[config.mk]
export PLATFORM = sky130hd
export DESIGN_NAME = maindec_pipe
export DESIGN_NICKNAME = d
export VERILOG_FILES = /design/src/rtl/maindec_pipe.sv
export SDC_FILE = /design/constraint.sdc
export NUM_CORES = 1
export LEC_CHECK = 0
export ABC_AREA = 1
export CORE_MARGIN = 8
export CORE_UTILIZATION = 25
export CTS_BUF_LIST = sky130_fd_sc_hd__clkbuf_4 sky130_fd_sc_hd__clkbuf_8
export DETAILED_ROUTE_END_ITERATION = 7
export GPL_TIMING_DRIVEN = 0
export PLACE_DENSITY = 0.55
export SKIP_CTS_REPAIR_TIMING = 1
export SYNTH_ARGS = -nofsm -noshare
export SYNTH_HDL_FRONTEND = slang
export SYNTH_SLANG_ARGS = --single-unit
[constraint.sdc]
create_clock -name clk -period 1.73 [get_ports clk]
set_clock_uncertainty 0.2 [all_clocks]
set_input_delay 0.346 -clock clk [delete_from_list [all_inputs] [get_ports clk]]
set_output_delay 0.346 -clock clk [all_outputs]
set_load 0.05 [all_outputs]
[src/rtl/maindec_pipe.sv]
// -----------------------------------------------------------------------------
// maindec_pipe
//
// Registered, handshaked MIPS main decoder. An instruction accepted from the
// fetch / IF-ID side is decoded into the control bundle and held in a
// one-entry output register until the ID/EX stage consumes it. The block also
// tracks how long an issued MULT/DIV still needs before HI/LO are valid, and
// refuses to accept instructions that touch HI/LO while that result is pending.
//
// Parameters
//   MUL_LAT  cycles from MULT/MULTU handoff until HI/LO are valid (1..15)
//   DIV_LAT  cycles from DIV/DIVU handoff until HI/LO are valid (1..15)
//   CNT_W    width of the MDU countdown; must hold max(MUL_LAT, DIV_LAT)
//
// Configuration macro
//   MAINDEC_RI_EXC_EN  when defined, illegal opcodes and unsupported SPECIAL
//                      functs decode to an all-zero bundle with ri_exc=1.
//                      When undefined, ri_exc is tied 0 and unknown SPECIAL
//                      functs decode as a plain R-type (regwrite, regdst).
//
// Ports
//   clk         in   clock, rising edge
//   resetn      in   asynchronous reset, active-low
//   in_valid    in   instr is valid
//   in_ready    out  decoder accepts instr this cycle (combinational)
//   instr       in   32-bit instruction, op=[31:26], funct=[5:0]
//   flush       in   kill the held entry (branch/exception redirect)
//   out_valid   out  control bundle valid
//   out_ready   in   ID/EX consumes the bundle
//   regwrite, regdst, alusrc, branch, memwrite, memtoreg, jump
//               out  single-bit control signals
//   hilowe      out  [1]=HI/LO write enable, [0]=source ALU(1)/regfile(0)
//   hilochoose  out  [1]=HI(1)/LO(0), [0]=writeback from HI/LO(1)/normal(0)
//   mdu_busy    out  MDU countdown nonzero
//   ri_exc      out  reserved-instruction flag, qualified by out_valid
// -----------------------------------------------------------------------------
module maindec_pipe #(
    parameter int unsigned MUL_LAT = 2,
    parameter int unsigned DIV_LAT = 8,
    parameter int unsigned CNT_W   = 4
) (
    input  logic        clk,
    input  logic        resetn,
    input  logic        in_valid,
    output logic        in_ready,
    input  logic [31:0] instr,
    input  logic        flush,
    output logic        out_valid,
    input  logic        out_ready,
    output logic        regwrite,
    output logic        regdst,
    output logic        alusrc,
    output logic        branch,
    output logic        memwrite,
    output logic        memtoreg,
    output logic        jump,
    output logic [1:0]  hilowe,
    output logic [1:0]  hilochoose,
    output logic        mdu_busy,
    output logic        ri_exc
);

    // Opcodes
    localparam logic [5:0] OP_SPECIAL = 6'h00;
    localparam logic [5:0] OP_J       = 6'h02;
    localparam logic [5:0] OP_BEQ     = 6'h04;
    localparam logic [5:0] OP_ADDI    = 6'h08;
    localparam logic [5:0] OP_ADDIU   = 6'h09;
    localparam logic [5:0] OP_SLTI    = 6'h0A;
    localparam logic [5:0] OP_SLTIU   = 6'h0B;
    localparam logic [5:0] OP_ANDI    = 6'h0C;
    localparam logic [5:0] OP_ORI     = 6'h0D;
    localparam logic [5:0] OP_XORI    = 6'h0E;
    localparam logic [5:0] OP_LUI     = 6'h0F;
    localparam logic [5:0] OP_LB      = 6'h20;
    localparam logic [5:0] OP_LH      = 6'h21;
    localparam logic [5:0] OP_LW      = 6'h23;
    localparam logic [5:0] OP_LBU     = 6'h24;
    localparam logic [5:0] OP_LHU     = 6'h25;
    localparam logic [5:0] OP_SB      = 6'h28;
    localparam logic [5:0] OP_SH      = 6'h29;
    localparam logic [5:0] OP_SW      = 6'h2B;

    // SPECIAL functs
    localparam logic [5:0] F_SLL   = 6'h00;
    localparam logic [5:0] F_SRL   = 6'h02;
    localparam logic [5:0] F_SRA   = 6'h03;
    localparam logic [5:0] F_SLLV  = 6'h04;
    localparam logic [5:0] F_SRLV  = 6'h06;
    localparam logic [5:0] F_SRAV  = 6'h07;
    localparam logic [5:0] F_JR    = 6'h08;
    localparam logic [5:0] F_MFHI  = 6'h10;
    localparam logic [5:0] F_MTHI  = 6'h11;
    localparam logic [5:0] F_MFLO  = 6'h12;
    localparam logic [5:0] F_MTLO  = 6'h13;
    localparam logic [5:0] F_MULT  = 6'h18;
    localparam logic [5:0] F_MULTU = 6'h19;
    localparam logic [5:0] F_DIV   = 6'h1A;
    localparam logic [5:0] F_DIVU  = 6'h1B;
    localparam logic [5:0] F_ADD   = 6'h20;
    localparam logic [5:0] F_ADDU  = 6'h21;
    localparam logic [5:0] F_SUB   = 6'h22;
    localparam logic [5:0] F_SUBU  = 6'h23;
    localparam logic [5:0] F_AND   = 6'h24;
    localparam logic [5:0] F_OR    = 6'h25;
    localparam logic [5:0] F_XOR   = 6'h26;
    localparam logic [5:0] F_NOR   = 6'h27;
    localparam logic [5:0] F_SLT   = 6'h2A;
    localparam logic [5:0] F_SLTU  = 6'h2B;

    localparam logic [CNT_W-1:0] MUL_CNT = CNT_W'(MUL_LAT);
    localparam logic [CNT_W-1:0] DIV_CNT = CNT_W'(DIV_LAT);

    // Field order matches the bundle order seen on the output ports.
    typedef struct packed {
        logic       regwrite;
        logic       regdst;
        logic       alusrc;
        logic       branch;
        logic       memwrite;
        logic       memtoreg;
        logic       jump;
        logic [1:0] hilowe;
        logic [1:0] hilochoose;
    } ctrl_t;

    logic [5:0] op;
    logic [5:0] funct;
    logic       unused_instr_bits;

    assign op    = instr[31:26];
    assign funct = instr[5:0];
    // Register/immediate fields are consumed downstream, not here.
    assign unused_instr_bits = ^instr[25:6];

    // -------------------------------------------------------------------------
    // Combinational decode of the offered instruction
    // -------------------------------------------------------------------------
    ctrl_t dec_ctrl;
    logic  dec_hilo;   // touches HI/LO, must wait for a pending MDU result
    logic  dec_mdu;    // starts an MDU operation
    logic  dec_div;    // MDU operation is a divide (longer latency)
`ifdef MAINDEC_RI_EXC_EN
    logic  dec_ri;
`endif

    always_comb begin
        // NOTE: every output of this block gets a default before the case, so no
        // path through it can leave a value unassigned and infer a latch.
        dec_ctrl = '0;
        dec_hilo = 1'b0;
        dec_mdu  = 1'b0;
        dec_div  = 1'b0;
`ifdef MAINDEC_RI_EXC_EN
        dec_ri   = 1'b0;
`endif
        unique case (op)
            OP_SPECIAL: begin
                unique case (funct)
                    F_MFHI: begin
                        dec_ctrl.regwrite   = 1'b1;
                        dec_ctrl.regdst     = 1'b1;
                        dec_ctrl.hilochoose = 2'b11;
                        dec_hilo            = 1'b1;
                    end
                    F_MFLO: begin
                        dec_ctrl.regwrite   = 1'b1;
                        dec_ctrl.regdst     = 1'b1;
                        dec_ctrl.hilochoose = 2'b01;
                        dec_hilo            = 1'b1;
                    end
                    F_MTHI, F_MTLO: begin
                        dec_ctrl.hilowe = 2'b10;
                        dec_hilo        = 1'b1;
                    end
                    F_MULT, F_MULTU, F_DIV, F_DIVU: begin
                        dec_ctrl.regwrite = 1'b1;
                        dec_ctrl.regdst   = 1'b1;
                        dec_ctrl.hilowe   = 2'b11;
                        dec_hilo          = 1'b1;
                        dec_mdu           = 1'b1;
                        dec_div           = (funct == F_DIV) || (funct == F_DIVU);
                    end
                    F_ADD, F_ADDU, F_SUB, F_SUBU, F_AND, F_OR, F_XOR, F_NOR,
                    F_SLT, F_SLTU, F_SLL, F_SRL, F_SRA, F_SLLV, F_SRLV, F_SRAV,
                    F_JR: begin
                        dec_ctrl.regwrite = 1'b1;
                        dec_ctrl.regdst   = 1'b1;
                    end
                    default: begin
`ifdef MAINDEC_RI_EXC_EN
                        dec_ri = 1'b1;
`else
                        // Unknown functs fall back to a plain R-type.
                        dec_ctrl.regwrite = 1'b1;
                        dec_ctrl.regdst   = 1'b1;
`endif
                    end
                endcase
            end
            OP_LW, OP_LH, OP_LHU, OP_LB, OP_LBU: begin
                dec_ctrl.regwrite = 1'b1;
                dec_ctrl.alusrc   = 1'b1;
                dec_ctrl.memtoreg = 1'b1;
            end
            OP_SW, OP_SH, OP_SB: begin
                dec_ctrl.alusrc   = 1'b1;
                dec_ctrl.memwrite = 1'b1;
            end
            OP_BEQ: begin
                dec_ctrl.branch = 1'b1;
            end
            OP_J: begin
                dec_ctrl.jump = 1'b1;
            end
            OP_ADDI, OP_ADDIU, OP_SLTI, OP_SLTIU, OP_ANDI, OP_ORI, OP_XORI,
            OP_LUI: begin
                dec_ctrl.regwrite = 1'b1;
                dec_ctrl.alusrc   = 1'b1;
            end
            default: begin
`ifdef MAINDEC_RI_EXC_EN
                dec_ri = 1'b1;
`endif
            end
        endcase
    end

    // -------------------------------------------------------------------------
    // Handshake, hazard and MDU countdown
    // -------------------------------------------------------------------------
    logic             out_valid_q, out_valid_d;
    ctrl_t            ctrl_q,      ctrl_d;
    logic             held_mdu_q,  held_mdu_d;
    logic             held_div_q,  held_div_d;
    logic [CNT_W-1:0] cnt_q,       cnt_d;
`ifdef MAINDEC_RI_EXC_EN
    logic             ri_q,        ri_d;
`endif

    logic hazard;
    logic accept;
    logic handoff;

    // A HI/LO user must wait while a result is still counting down, and also
    // while an MDU op sits in the output register: its countdown only starts
    // once ID/EX takes it. The counter is used as registered, so the cycle in
    // which it reads 0 is already a legal accept cycle.
    assign hazard   = ((cnt_q != '0) || (out_valid_q && held_mdu_q)) && dec_hilo;
    assign in_ready = (!out_valid_q || out_ready) && !hazard && !flush;
    assign accept   = in_valid && in_ready;
    assign handoff  = out_valid_q && out_ready && !flush;

    always_comb begin
        out_valid_d = out_valid_q;
        ctrl_d      = ctrl_q;
        held_mdu_d  = held_mdu_q;
        held_div_d  = held_div_q;
        cnt_d       = cnt_q;
`ifdef MAINDEC_RI_EXC_EN
        ri_d        = ri_q;
`endif

        if (flush) begin
            out_valid_d = 1'b0;
        end else if (accept) begin
            // Also covers handoff-and-accept in the same cycle: the new entry
            // simply replaces the one leaving.
            out_valid_d = 1'b1;
            ctrl_d      = dec_ctrl;
            held_mdu_d  = dec_mdu;
            held_div_d  = dec_div;
`ifdef MAINDEC_RI_EXC_EN
            ri_d        = dec_ri;
`endif
        end else if (handoff) begin
            out_valid_d = 1'b0;
        end

        // A flushed MDU op never issued, so it must not start a countdown; an
        // op that already issued keeps counting regardless of flush.
        if (handoff && held_mdu_q) begin
            cnt_d = held_div_q ? DIV_CNT : MUL_CNT;
        end else if (cnt_q != '0) begin
            cnt_d = cnt_q - CNT_W'(1);
        end
    end

    always_ff @(posedge clk or negedge resetn) begin
        if (!resetn) begin
            out_valid_q <= 1'b0;
            ctrl_q      <= '0;
            held_mdu_q  <= 1'b0;
            held_div_q  <= 1'b0;
            cnt_q       <= '0;
`ifdef MAINDEC_RI_EXC_EN
            ri_q        <= 1'b0;
`endif
        end else begin
            // NOTE: state registers use non-blocking assignments so every
            // register samples the pre-edge values computed above.
            out_valid_q <= out_valid_d;
            ctrl_q      <= ctrl_d;
            held_mdu_q  <= held_mdu_d;
            held_div_q  <= held_div_d;
            cnt_q       <= cnt_d;
`ifdef MAINDEC_RI_EXC_EN
            ri_q        <= ri_d;
`endif
        end
    end

    // -------------------------------------------------------------------------
    // Outputs
    // -------------------------------------------------------------------------
    assign out_valid  = out_valid_q;
    assign regwrite   = ctrl_q.regwrite;
    assign regdst     = ctrl_q.regdst;
    assign alusrc     = ctrl_q.alusrc;
    assign branch     = ctrl_q.branch;
    assign memwrite   = ctrl_q.memwrite;
    assign memtoreg   = ctrl_q.memtoreg;
    assign jump       = ctrl_q.jump;
    assign hilowe     = ctrl_q.hilowe;
    assign hilochoose = ctrl_q.hilochoose;
    assign mdu_busy   = (cnt_q != '0);

`ifdef MAINDEC_RI_EXC_EN
    assign ri_exc = ri_q && out_valid_q;
`else
    assign ri_exc = 1'b0;
`endif

endmodule

[Yosys cells after proc, flatten, opt, wreduce, memory -nomap -nowiden]
Cells that the tools add are included.
Storage, ports and cells
  flip-flop bits (word level): 18
  output and inout port bits: 15
  logic and storage cells: 90
Operators by class
  add/sub/neg operators: 1
  equality and inequality tests: 26
  muxes and demuxes: 23
  bitwise operators: 1
  reductions and logical operators: 26
Operators with widths (count)
  equality test 6 x 4 -> 1 bit, second input constant: 8
  equality test 6 x 5 -> 1 bit, second input constant: 8
  equality test 6 bit, second input constant: 8
  two-way mux 4 bit: 4
  OR reduction 16 bit: 1
  two-way mux 1 bit: 15
  OR reduction 13 bit: 1
  logical AND 1 bit: 8
  case mux 2 bit (2 select lines): 2
  OR reduction 8 bit: 1
  equality test 6 x 2 -> 1 bit, second input constant: 1
  equality test 6 x 3 -> 1 bit, second input constant: 1
  zero test 6 bit: 1
  OR reduction 5 bit: 1
  nonzero test 4 bit: 1
  OR reduction 4 bit: 1
  subtractor 4 x 1 -> 4 bit, second input constant: 1
  zero test 1 bit: 3
  logical OR 1 bit: 3
  nonzero test 3 bit: 1
  OR reduction 3 bit: 1
  two-way mux 2 bit: 1
  case mux 1 bit (2 select lines): 1
  AND reduction 2 bit: 1
  3 further kinds: 3

[Logic depth before layout (Yosys ltp)]
Gate-level depths: netlist of run 1.
  depth in word-level cells: 11
  gate-level depth with buffers: 11

[Worst setup path before layout of run 1]
No wires, ideal clock.
  kind: register to output
  start: reg cnt_q[0]
  end: out in_ready
  arrival: 2.263 ns
  data required time: 1.184 ns
  setup slack: -1.079 ns
  cell stages (with the launch flop): 10
  path through: dfrtp_1 > inv_1 > ha_1 > nand3_1 > inv_1 > nand2_1 > nand2_4 > buf_4 > nand2_1 > nor2_1
On the way
  word-level cells in the longest chain between the ends: 6
RTL lines
  start: declaration: RTL line 236  | logic [CNT_W-1:0] cnt_q, cnt_d;
  start signal: assignment: RTL line 306  | cnt_q <= cnt_d;
  nonzero test 4 bit
  named net mdu_busy: RTL line 59  | output logic mdu_busy,
  logical OR 1 bit: RTL line 249  | assign hazard = ((cnt_q != '0) || (out_valid_q && held_mdu_q)) && dec_hilo;
  logical AND 1 bit: RTL line 249
  zero test 1 bit: RTL line 250  | assign in_ready = (!out_valid_q || out_ready) && !hazard && !flush;
  logical AND 1 bit (2 in a row): RTL line 250
  end: declaration: RTL line 45  | output logic in_ready,
The timed path passes the listed nets, and every way through them passes these cells.

[Worst setup path in the final report of run 1]
  start: reg cnt_q[0]
  end: out in_ready
On the way
  word-level cells in the longest chain between the ends: 6
RTL lines (RTL line)
  nonzero test 4 bit: 249
  logical OR 1 bit: 249
  logical AND 1 bit: 249
  zero test 1 bit: 250
  logical AND 1 bit (2 in a row): 250
No other way between the ends.

==> parameters.txt, run 1 <==
Parameter                              Value

Detailed routing
  Total length of routed met2 wires    ~1.3 mm
  Via count    1051
  Antenna-violating nets left    0
  Router iterations before antenna repair    4
  Met1 layer wirelength in the final routing    1.28 mm
  Highest metal layer with signal wires    met3
  Count of unresolved DRC violations after routing    0
  Initial DRC Count    94
  Sum of routed wire length over all layers    approximately 2.7 mm
  WL met3    81 um
  Vias per inst    about 4.2
  WL/cell    between 10 and 15 um

CTS
  Num CTS Buffers    3
  Htree depth    1
  TritonCTS sink count    18
  CTS Root Buffer Type    sky130_fd_sc_hd__clkbuf_8
  CTS tree    built
  Clock Pin Slew Worst Setup and Hold Paths    around 70 ps
  Buffers from clock root to sink, at most    2
  Clock latency on the worst-skew pair    between 200 and 300 ps

STA
  Post-layout worst setup margin    -395 ps
  Final number of setup-violating endpoints    12
  Final Cycle Share    1.23
  Slew at the pin closest to its max-slew limit    ~810 ps
  Unrepaired setup endpoints after global routing    yes
  Max-slew headroom at the worst pin    0.455
  Number of hold-slack violations in the final timing report    0
  F_max    roughly 470 MHz
  Final critical path time including I/O delays and setup    ~2100 ps
  Count of final max-slew check failures    0

GRT
  Overall overflow remaining after global route    0
  Vias in the first global route    1039
  Pin count of the biggest net entering global routing    19
  Antenna violations before repair    0
  Wire length of the first global-routing pass    ~4.7 mm
  Overall global routing resource usage    0.0789

Yosys
  Xor-xnor portion of the synthesized cell area    0.00766
  Area fraction in compound gates after synthesis    0.0383
  Unique masters post-synth    25
  Number of instances in the synthesized netlist    approximately 150
  EDFF count, synth    0
  Simple logic cell fraction of the synthesized area    0.428
  Most common library cells after synthesis    sky130_fd_sc_hd__nand2_1 (24), sky130_fd_sc_hd__inv_1 (20), sky130_fd_sc_hd__nand2_2 (19)
  Multiplexer fraction of the synthesized cell area    0
  Share of synthesized area occupied by flip-flops and latches    0.394
  Total number of yosys warnings    0
  Share of the synthesized area in the top cell type    0.394
  Main combinational cell family by area after synthesis    simple AND/OR/NAND/NOR gates
  Commonest register cell after synthesis    sky130_fd_sc_hd__dfrtp_1
  Post-synthesis sequential element count    18
  Mapped Nets    around 190
  Cell taking the most area after synthesis    sky130_fd_sc_hd__dfrtp_1
  Area share of fa/ha/maj cells after synthesis    0.0219
  Top cells by area in the synthesized netlist    sky130_fd_sc_hd__dfrtp_1 (39%), sky130_fd_sc_hd__nand2_2 (10%), sky130_fd_sc_hd__nand2_1 (7.9%), sky130_fd_sc_hd__inv_1 (6.6%), sky130_fd_sc_hd__nand4_1 (6.6%)
  Fraction of registers with async set/reset    1.00
  Average size of a mapped cell    approximately 7.7 sq um
  Post-synth design cell area    approximately 0.0011 sq mm
  Library cell with the highest instance count after synthesis    sky130_fd_sc_hd__nand2_1

Layout
  Final Instance Count excl. Fillers    about 250
  Antenna diode instance count    0
  Layout fillers    ~440
  Final net count    236
  Area added between synthesis and finish    58.0%
  Fraction of final layout cells sized beyond drive strength 1    0.337

Min path
  Worst hold path type    reg -> reg
  Cell depth of the worst min-delay path    2
  Start point of the worst min-delay path    branch
  Min-Delay Endpoint    branch

Worst setup path
  Launch instance of the worst register-to-register path    cnt_q[0]
  Required time reported for the critical path endpoint    1180 ps
  Largest fanout of any net on the critical path    4
  Startpoint class of the critical path    flop
  Reg-to-reg endpoint    memtoreg
  Cell-by-cell listing of the critical path    inv_2 > ha_4 > nand3_4 > inv_2 > nand2_2 > nand2_4 > buf_8 > nand2_4 > nor2_4 > buf_8
  WS Path Type    reg -> out
  Critical path buffer and inverter count    4
  Highest-delay cell along the critical path    sky130_fd_sc_hd__dfrtp_1
  Critical path's top delay family    buffers and inverters
  Reg2Reg Depth    11
  Highest cell delay on the worst timing path    around 400 ps
  Slack of the worst reg-to-reg path    roughly 20 ps
  Kind of capture point of the worst setup path    primary output
  Data arrival time of the critical path    ~1600 ps

Floorplanning
  Placeable Area    0.00438 sq mm
  Die Width    83.6 um
  Placement row count    24
  I/O Pins    52
  Starting density of the core    0.261
  Die extent in y    83.6 um
  Overall die area    between 0.006 and 0.007 sq mm

Run status
  Violations in the final reports    negative setup slack
  Status    finished, violations left

Placement
  Count of buffers from port buffering    30
  Count of placed standard cells including taps    approximately 230
  Routability congestion estimate from global placement    roughly 0.76
  Worst slack at placement    -1340 ps
  Post-DP HPWL    a little over 2 mm

Pwr
  Leakage power    around 1.2 nW
  Pwr/cell area    799 mW/mm^2
  Peak supply drop    304 uV

Flow run
  Max-capacitance violation count    0
## worst min-delay path, cell delays in order (launching register included)
cell and delay (ps):
sky130_fd_sc_hd__dfrtp_1 350, sky130_fd_sc_hd__nand2_2 60, sky130_fd_sc_hd__nand2_2 40
## how the worst max path moves through the flow
stage,start,endpoint,slack [ps],cells after the start
after detailed placement,instr[28],in_ready,-1340,11
after CTS,instr[28],in_ready,-1370,11
final,cnt_q[0],in_ready,-400,10
after global routing,cnt_q[0],in_ready,-490,10
after floorplan,cnt_q[0],in_ready,-280,9
after global placement,instr[28],in_ready,-1340,11
## sequential cells by signal, indices dropped and copies added, names as in the netlist
name / flops
memtoreg: 1
cnt_q: 4
hilochoose: 2
jump: 1
held_mdu_q: 1
regwrite: 1
hilowe: 2
held_div_q: 1
out_valid: 1
alusrc: 1
regdst: 1
branch: 1
memwrite: 1
## power breakdown
part           internal [mW]  switching, mW
registers              0.483         0.0375
logic                  0.246          0.338
clock network          0.202          0.137
total                  0.931          0.512
## cells in the final DEF (no fill, tap or decap), types with 2 or more instances in the layout
master	n
sky130_fd_sc_hd__dlymetal6s2s_1	24
sky130_fd_sc_hd__nand2_2	23
sky130_fd_sc_hd__nand2_1	19
sky130_fd_sc_hd__dfrtp_1	18
sky130_fd_sc_hd__inv_1	15
sky130_fd_sc_hd__nor2_1	14
sky130_fd_sc_hd__buf_4	14
sky130_fd_sc_hd__nand4_1	12
sky130_fd_sc_hd__nand3_1	7
sky130_fd_sc_hd__inv_2	6
sky130_fd_sc_hd__clkdlybuf4s50_1	5
sky130_fd_sc_hd__nor2_4	4
sky130_fd_sc_hd__a21oi_1	4
sky130_fd_sc_hd__clkbuf_8	4
sky130_fd_sc_hd__nor2_2	3
sky130_fd_sc_hd__o21ai_0	3
sky130_fd_sc_hd__nor3_1	3
sky130_fd_sc_hd__nand3_4	2
sky130_fd_sc_hd__nand3_2	2
sky130_fd_sc_hd__nand2_4	2
sky130_fd_sc_hd__buf_8	2
sky130_fd_sc_hd__nand3b_1	2
## through the flow
| stage | setup TNS (ps) | instance area, sq um | hold slack (ps) | util | total power [mW] |
|---|---|---|---|---|---|
| 6_report | -1300 | 1810 | 275 | 0.412 | 1.44 |
| 3_5_place_dp | -7000 | 1560 | 260 | 0.355 | 1.08 |
| 3_3_place_gp | -7050 | 1560 | 261 | 0.355 | 1.07 |
| 5_1_grt | -2950 | 1810 | 303 | 0.412 | 1.56 |
| 4_1_cts | -6310 | 1610 | 279 | 0.367 | 1.42 |
| 2_1_floorplan | -285 | 1190 | -150 | - | 0.922 |
## cell type report
cell class	instances	area, sq um	share of cell area
multi-input cells	105	643	0.356
repair buffers	43	463	0.256
flip-flops and latches	18	450	0.249
inverters	21	78.8	0.0436
well taps	52	65.1	0.0360
clock buffers	4	55.1	0.0305
plain buffers	5	51.3	0.0284
## per-layer routing
| layer | GRT usage | vias up |
|---|---|---|
| met4 | 0.0424 | 0 |
| met2 | 0.121 | 19 |
| met3 | 0.0166 | 0 |
| met5 | 0 | - |
| met1 | 0.0997 | 468 |
| li1 | - | 564 |
## kinds of logic (layout without fill, tap and decap cells)
| kind of cell | after synthesis | after routing |
|---|---|---|
| other | 1 | 1 |
| adders and majority gates | 2 | 2 |
| buffers and inverters | 26 | 73 |
| AOI/OAI and AO/OA | 8 | 8 |
| DFF | 18 | 18 |
| and+or+nand+nor | 93 | 93 |
| xor gates and xnor gates | 1 | 1 |
Power figures use the tool's default switching activity.
==> inputs of run 2 (changes only) <==
--- a/config.mk
+++ b/config.mk
@@ -7,11 +7,11 @@
 export LEC_CHECK = 0
 export ABC_AREA = 1
 export CORE_MARGIN = 8
-export CORE_UTILIZATION = 25
+export CORE_UTILIZATION = 38
 export CTS_BUF_LIST = sky130_fd_sc_hd__clkbuf_4 sky130_fd_sc_hd__clkbuf_8
 export DETAILED_ROUTE_END_ITERATION = 7
 export GPL_TIMING_DRIVEN = 0
-export PLACE_DENSITY = 0.55
+export PLACE_DENSITY = 0.77
 export SKIP_CTS_REPAIR_TIMING = 1
 export SYNTH_ARGS = -nofsm -noshare
 export SYNTH_HDL_FRONTEND = slang
==> parameters.txt, run 2 (synthesis gave the netlist of run 1 again) <==
Parameter                              Value

Run status
  Status    finished, violations left
  Violations in the final reports    negative setup slack

Worst setup path
  WS Path Type    reg -> out
  Cell-by-cell listing of the critical path    inv_2 > ha_4 > nand3_4 > inv_2 > nand2_2 > nand2_4 > buf_6 > nand2_4 > nor2_4 > buf_8
  Highest cell delay on the worst timing path    around 410 ps
  Largest fanout of any net on the critical path    5
  Data arrival time of the critical path    between 1500 and 2000 ps
  Kind of capture point of the worst setup path    primary output
  Startpoint class of the critical path    flop
  Highest-delay cell along the critical path    sky130_fd_sc_hd__dfrtp_1
  Required time reported for the critical path endpoint    approximately 1200 ps

Floorplanning
  Starting density of the core    0.387
  Die Width    about 70 um
  I/O Pins    between 50 and 60
  Die extent in y    70.9 um
  Overall die area    between 0.005 and 0.006 sq mm
  Placement row count    20
  Placeable Area    approximately 0.0030 sq mm

CTS
  TritonCTS sink count    18
  Num CTS Buffers    3
  Clock latency on the worst-skew pair    ~280 ps
  CTS tree    built
  Clock Pin Slew Worst Setup and Hold Paths    roughly 100 ps
  CTS Root Buffer Type    sky130_fd_sc_hd__clkbuf_4
  Buffers from clock root to sink, at most    2
  Htree depth    1

Placement
  Routability congestion estimate from global placement    between 0.7 and 0.8
  Count of buffers from port buffering    30
  Worst slack at placement    -1320 ps
  Post-DP HPWL    between 1.5 and 2 mm

Detailed routing
  Router iterations before antenna repair    4
  Count of unresolved DRC violations after routing    0
  Via count    around 1.1k
  Antenna-violating nets left    0
  Initial DRC Count    between 40 and 50
  Highest metal layer with signal wires    met4
  Total length of routed met2 wires    around 1.3 mm
  Met1 layer wirelength in the final routing    about 1.2 mm
  WL/cell    11.7 um
  Sum of routed wire length over all layers    between 2 and 3 mm
  Vias per inst    between 4 and 5
  WL met3    between 80 and 90 um

Pwr
  Switching power    509 uW
  Peak supply drop    about 320 uV
  Pwr/cell area    between 700 and 800 mW/mm^2
  Sequential share of power    0.393
  Cell Int Power    between 800 and 900 uW
  Clock network fraction of total power    0.149
  Leakage power    approximately 1.1 nW
  Switch share    0.384
  Fraction of power consumed by combinational cells    0.458

GRT
  Overall global routing resource usage    0.0973
  Overall overflow remaining after global route    0
  Antenna violations before repair    0
  Pin count of the biggest net entering global routing    19
  Vias in the first global route    1018
  Wire length of the first global-routing pass    slightly above 4 mm

STA
  F_max    between 400 and 500 MHz
  Final Cycle Share    1.26
  Final sum of negative setup slack    -683 ps
  Post-layout worst setup margin    -443 ps
  Final critical path time including I/O delays and setup    2170 ps
  Final number of setup-violating endpoints    9
  Slew at the pin closest to its max-slew limit    800 ps
  Unrepaired setup endpoints after global routing    yes
  Max-slew headroom at the worst pin    0.465
  Number of hold-slack violations in the final timing report    0
  Count of final max-slew check failures    0

Layout
  Fraction of final layout cells sized beyond drive strength 1    0.317
  Most frequent cells in the layout    sky130_fd_sc_hd__dlymetal6s2s_1 (23), sky130_fd_sc_hd__nand2_2 (22), sky130_fd_sc_hd__nand2_1 (20)
  Final net count    230
  Layout fillers    between 200 and 300
  Register containing the most flip-flops in the final layout    cnt_q
  Area added between synthesis and finish    49.5%
  Total area of sequential cells    450 sq um
  Most common cell after layout, fill and taps aside    sky130_fd_sc_hd__dlymetal6s2s_1
  Flip-flop count of the largest register after layout    4
  Area used by multi-input combinational logic    roughly 650 sq um
  Antenna diode instance count    0

Min path
  Worst hold path type    in -> reg

Flow run
  Max-capacitance violation count    0
[run 2: cell count changes in the layout (fill, tap and decap cells not counted), moves of 2 or more]
cell / previous run / this run
sky130_fd_sc_hd__buf_4: 14 / 8
sky130_fd_sc_hd__clkbuf_4: 0 / 3
sky130_fd_sc_hd__clkbuf_8: 4 / 0
sky130_fd_sc_hd__nor2_2: 3 / 5
[run 2: power groups by stage]
stage | clock network, mW | logic (mW) | registers [mW]
after floorplan | 0 | 0.357 | 0.565
after global placement | 0 | 0.528 | 0.528
after detailed placement | 0 | 0.550 | 0.533
after CTS | 0.205 | 0.553 | 0.524
after global routing | 0.222 | 0.665 | 0.528
final | 0.198 | 0.607 | 0.522
[run 2: final timing paths]
| check | from | endpoint | slack (ps) | cells past startpoint |
|---|---|---|---|---|
| max reg2reg | cnt_q[0] | memtoreg | 80 | 10 |
| max | cnt_q[0] | in_ready | -440 | 10 |
| max in group asynchronous | resetn | held_div_q | 510 | 1 |
| min in group asynchronous | resetn | hilowe[1] | 320 | 1 |
| min reg2reg | hilochoose[0] | hilochoose[0] | 280 | 2 |
| min | instr[28] | memwrite | 280 | 4 |
[run 2: layout make-up]
class / count / area share
Inverter: 21 / 0.0476
Multi-Input combinational cell: 105 / 0.378
Buffer: 5 / 0.0278
Clock buffer: 3 / 0.0132
Tap cell: 33 / 0.0242
Sequential cell: 18 / 0.264
Timing Repair Buffer: 37 / 0.246
[run 2: per-stage QoR]
| step | hold slack, ps | cells | utilization | area, sq um | total power [mW] |
|---|---|---|---|---|---|
| after floorplan | -150 | 149 | - | 1190 | 0.922 |
| final | 282 | 222 | 0.579 | 1710 | 1.33 |
| after global placement | 255 | 212 | 0.519 | 1530 | 1.06 |
| after CTS | 293 | 215 | 0.526 | 1550 | 1.28 |
| after global routing | 310 | 222 | 0.579 | 1710 | 1.42 |
| after detailed placement | 270 | 212 | 0.519 | 1530 | 1.08 |
[run 2: worst max-delay path: cells and delay by family (launching register included)]
| kind | cells | cell delay (ps) |
|---|---|---|
| buf+inv | 4 | 440 |
| flops | 1 | 410 |
| fa+ha+maj | 1 | 140 |
| simple gates | 5 | 360 |
[run 2: layer usage]
metal	up-vias	track usage
li1	557	-
met1	490	0.109
met2	19	0.173
met3	2	0.0198
met4	0	0.0416
met5	-	0
==> inputs of run 3 (changes only) <==
--- a/config.mk
+++ b/config.mk
@@ -12,6 +12,7 @@
 export DETAILED_ROUTE_END_ITERATION = 7
 export GPL_TIMING_DRIVEN = 0
 export PLACE_DENSITY = 0.77
+export RECOVER_POWER = 50
 export SKIP_CTS_REPAIR_TIMING = 1
 export SYNTH_ARGS = -nofsm -noshare
 export SYNTH_HDL_FRONTEND = slang
==> parameters.txt, run 3 (synthesis gave the netlist of run 1 again) <==
Parameter                              Value

Placement
  Post-DP HPWL    1.99 mm
  Instance area at placement    0.00153 sq mm
  Count of buffers from port buffering    30
  Routability congestion estimate from global placement    roughly 0.79

CTS
  TritonCTS sink count    18
  CTS tree    built
  Htree depth    1
  Buffers from clock root to sink, at most    2
  Clock Pin Slew Worst Setup and Hold Paths    about 100 ps
  Clock latency on the worst-skew pair    280 ps
  Num CTS Buffers    3
  CTS Root Buffer Type    sky130_fd_sc_hd__clkbuf_4

Floorplanning
  Starting density of the core    0.387
  Die Width    70.9 um
  Die extent in y    70.9 um
  Placement row count    20
  Placeable Area    between 0.002 and 0.003 sq mm
  I/O Pins    52
  Overall die area    around 0.0050 sq mm

Pwr
  Switching power    just over 500 uW
  Peak supply drop    325 uV
  Switch share    0.384
  Clock network fraction of total power    0.149
  Cell Int Power    818 uW
  Fraction of power consumed by combinational cells    0.457
  Leakage power    approximately 1.1 nW
  Pwr/cell area    ~780 mW/mm^2
  Sequential share of power    0.394

GRT
  Overall overflow remaining after global route    0
  Wire length of the first global-routing pass    around 4.1 mm
  Vias in the first global route    between 1k and 1.5k
  Overall global routing resource usage    0.0973
  Antenna violations before repair    0
  Pin count of the biggest net entering global routing    19

Layout
  Area used by multi-input combinational logic    between 600 and 700 sq um
  Area added between synthesis and finish    49.5%
  Final Cell Area    ~0.0017 sq mm
  Register containing the most flip-flops in the final layout    cnt_q
  Flip-flop count of the largest register after layout    4
  Fraction of final layout cells sized beyond drive strength 1    0.317
  Antenna diode instance count    0
  Most common cell after layout, fill and taps aside    sky130_fd_sc_hd__dlymetal6s2s_1
  Most frequent cells in the layout    sky130_fd_sc_hd__dlymetal6s2s_1 (23), sky130_fd_sc_hd__nand2_2 (22), sky130_fd_sc_hd__nand2_1 (20)
  Final net count    230
  Final cell utilization of the core    0.579
  Total area of sequential cells    approximately 450 sq um
  Layout fillers    roughly 290

Detailed routing
  Vias per inst    4.81
  WL/cell    ~12 um
  Sum of routed wire length over all layers    2.61 mm
  Via count    1068
  Initial DRC Count    between 40 and 50
  Router iterations before antenna repair    4
  Count of unresolved DRC violations after routing    0
  Antenna-violating nets left    0

STA
  Count of final max-slew check failures    0
  Unrepaired setup endpoints after global routing    yes
  F_max    460 MHz
  Max-slew headroom at the worst pin    0.460
  Post-layout worst setup margin    -443 ps
  Number of hold-slack violations in the final timing report    0
  Slew at the pin closest to its max-slew limit    about 800 ps
  Final Cycle Share    1.26
  Final critical path time including I/O delays and setup    2170 ps
  Final sum of negative setup slack    -683 ps
  Final number of setup-violating endpoints    9

Worst setup path
  Kind of capture point of the worst setup path    primary output
  Startpoint class of the critical path    flop
  WS Path Type    reg -> out
  Required time reported for the critical path endpoint    approximately 1200 ps
  Data arrival time of the critical path    1630 ps
  Highest cell delay on the worst timing path    between 400 and 500 ps
  Cell-by-cell listing of the critical path    inv_2 > ha_4 > nand3_4 > inv_2 > nand2_2 > nand2_4 > buf_6 > nand2_4 > nor2_4 > buf_8
  Largest fanout of any net on the critical path    5
  Highest-delay cell along the critical path    sky130_fd_sc_hd__dfrtp_1

Run status
  Status    finished, violations left
  Violations in the final reports    negative setup slack

Min path
  Worst hold path type    in -> reg

Flow run
  Max-capacitance violation count    0
==> run 3: worst paths after layout <==
check	cells after the start	slack, ps	from	end
max	10	-440	cnt_q[0]	in_ready
min	4	280	instr[28]	memwrite
max reg2reg	10	80	cnt_q[0]	memtoreg
min reg2reg	2	280	hilochoose[0]	hilochoose[0]
max in group asynchronous	1	440	resetn	held_div_q
min in group asynchronous	1	390	resetn	hilowe[1]
==> run 3: worst max-delay path, delay by kind of cell, from the launching register on <==
kind	cells	cell delay, ps
DFF	1	410
and+or+nand+nor	5	360
buffers and inverters	4	440
adders and majority gates	1	140
==> run 3: final cells by class <==
| cell class | instances | area share |
|---|---|---|
| clock buffer | 3 | 0.0132 |
| sequential | 18 | 0.264 |
| buffer | 5 | 0.0278 |
| timing repair buffer | 37 | 0.246 |
| inverter | 21 | 0.0476 |
| tap | 33 | 0.0242 |
| multi-input combinational | 105 | 0.378 |
==> run 3: power by group through the flow <==
stage | Clock, mW | Sequential (mW) | Combinational [mW]
floorplan | 0 | 0.565 | 0.357
global placement | 0 | 0.528 | 0.528
detailed placement | 0 | 0.533 | 0.550
CTS | 0.205 | 0.524 | 0.553
global route | 0.222 | 0.528 | 0.664
finish | 0.198 | 0.522 | 0.607
==> run 3: routing by layer <==
layer  up-vias  part of all wire  global-route usage
met4         0            0.0081              0.0416
met1       490              0.45               0.109
met5         -                 0                   0
li1        557                 -                   -
met3         2             0.034              0.0198
met2        19              0.51               0.173
==> run 3: stage by stage <==
stage	setup slack, ps	hold WS (ps)	instances	power (mW)
detailed placement	-1320	270	212	1.08
global placement	-1300	255	212	1.06
finish	-443	282	222	1.33
floorplan	-285	-150	149	0.922
CTS	-1330	293	215	1.28
global route	-525	310	222	1.41
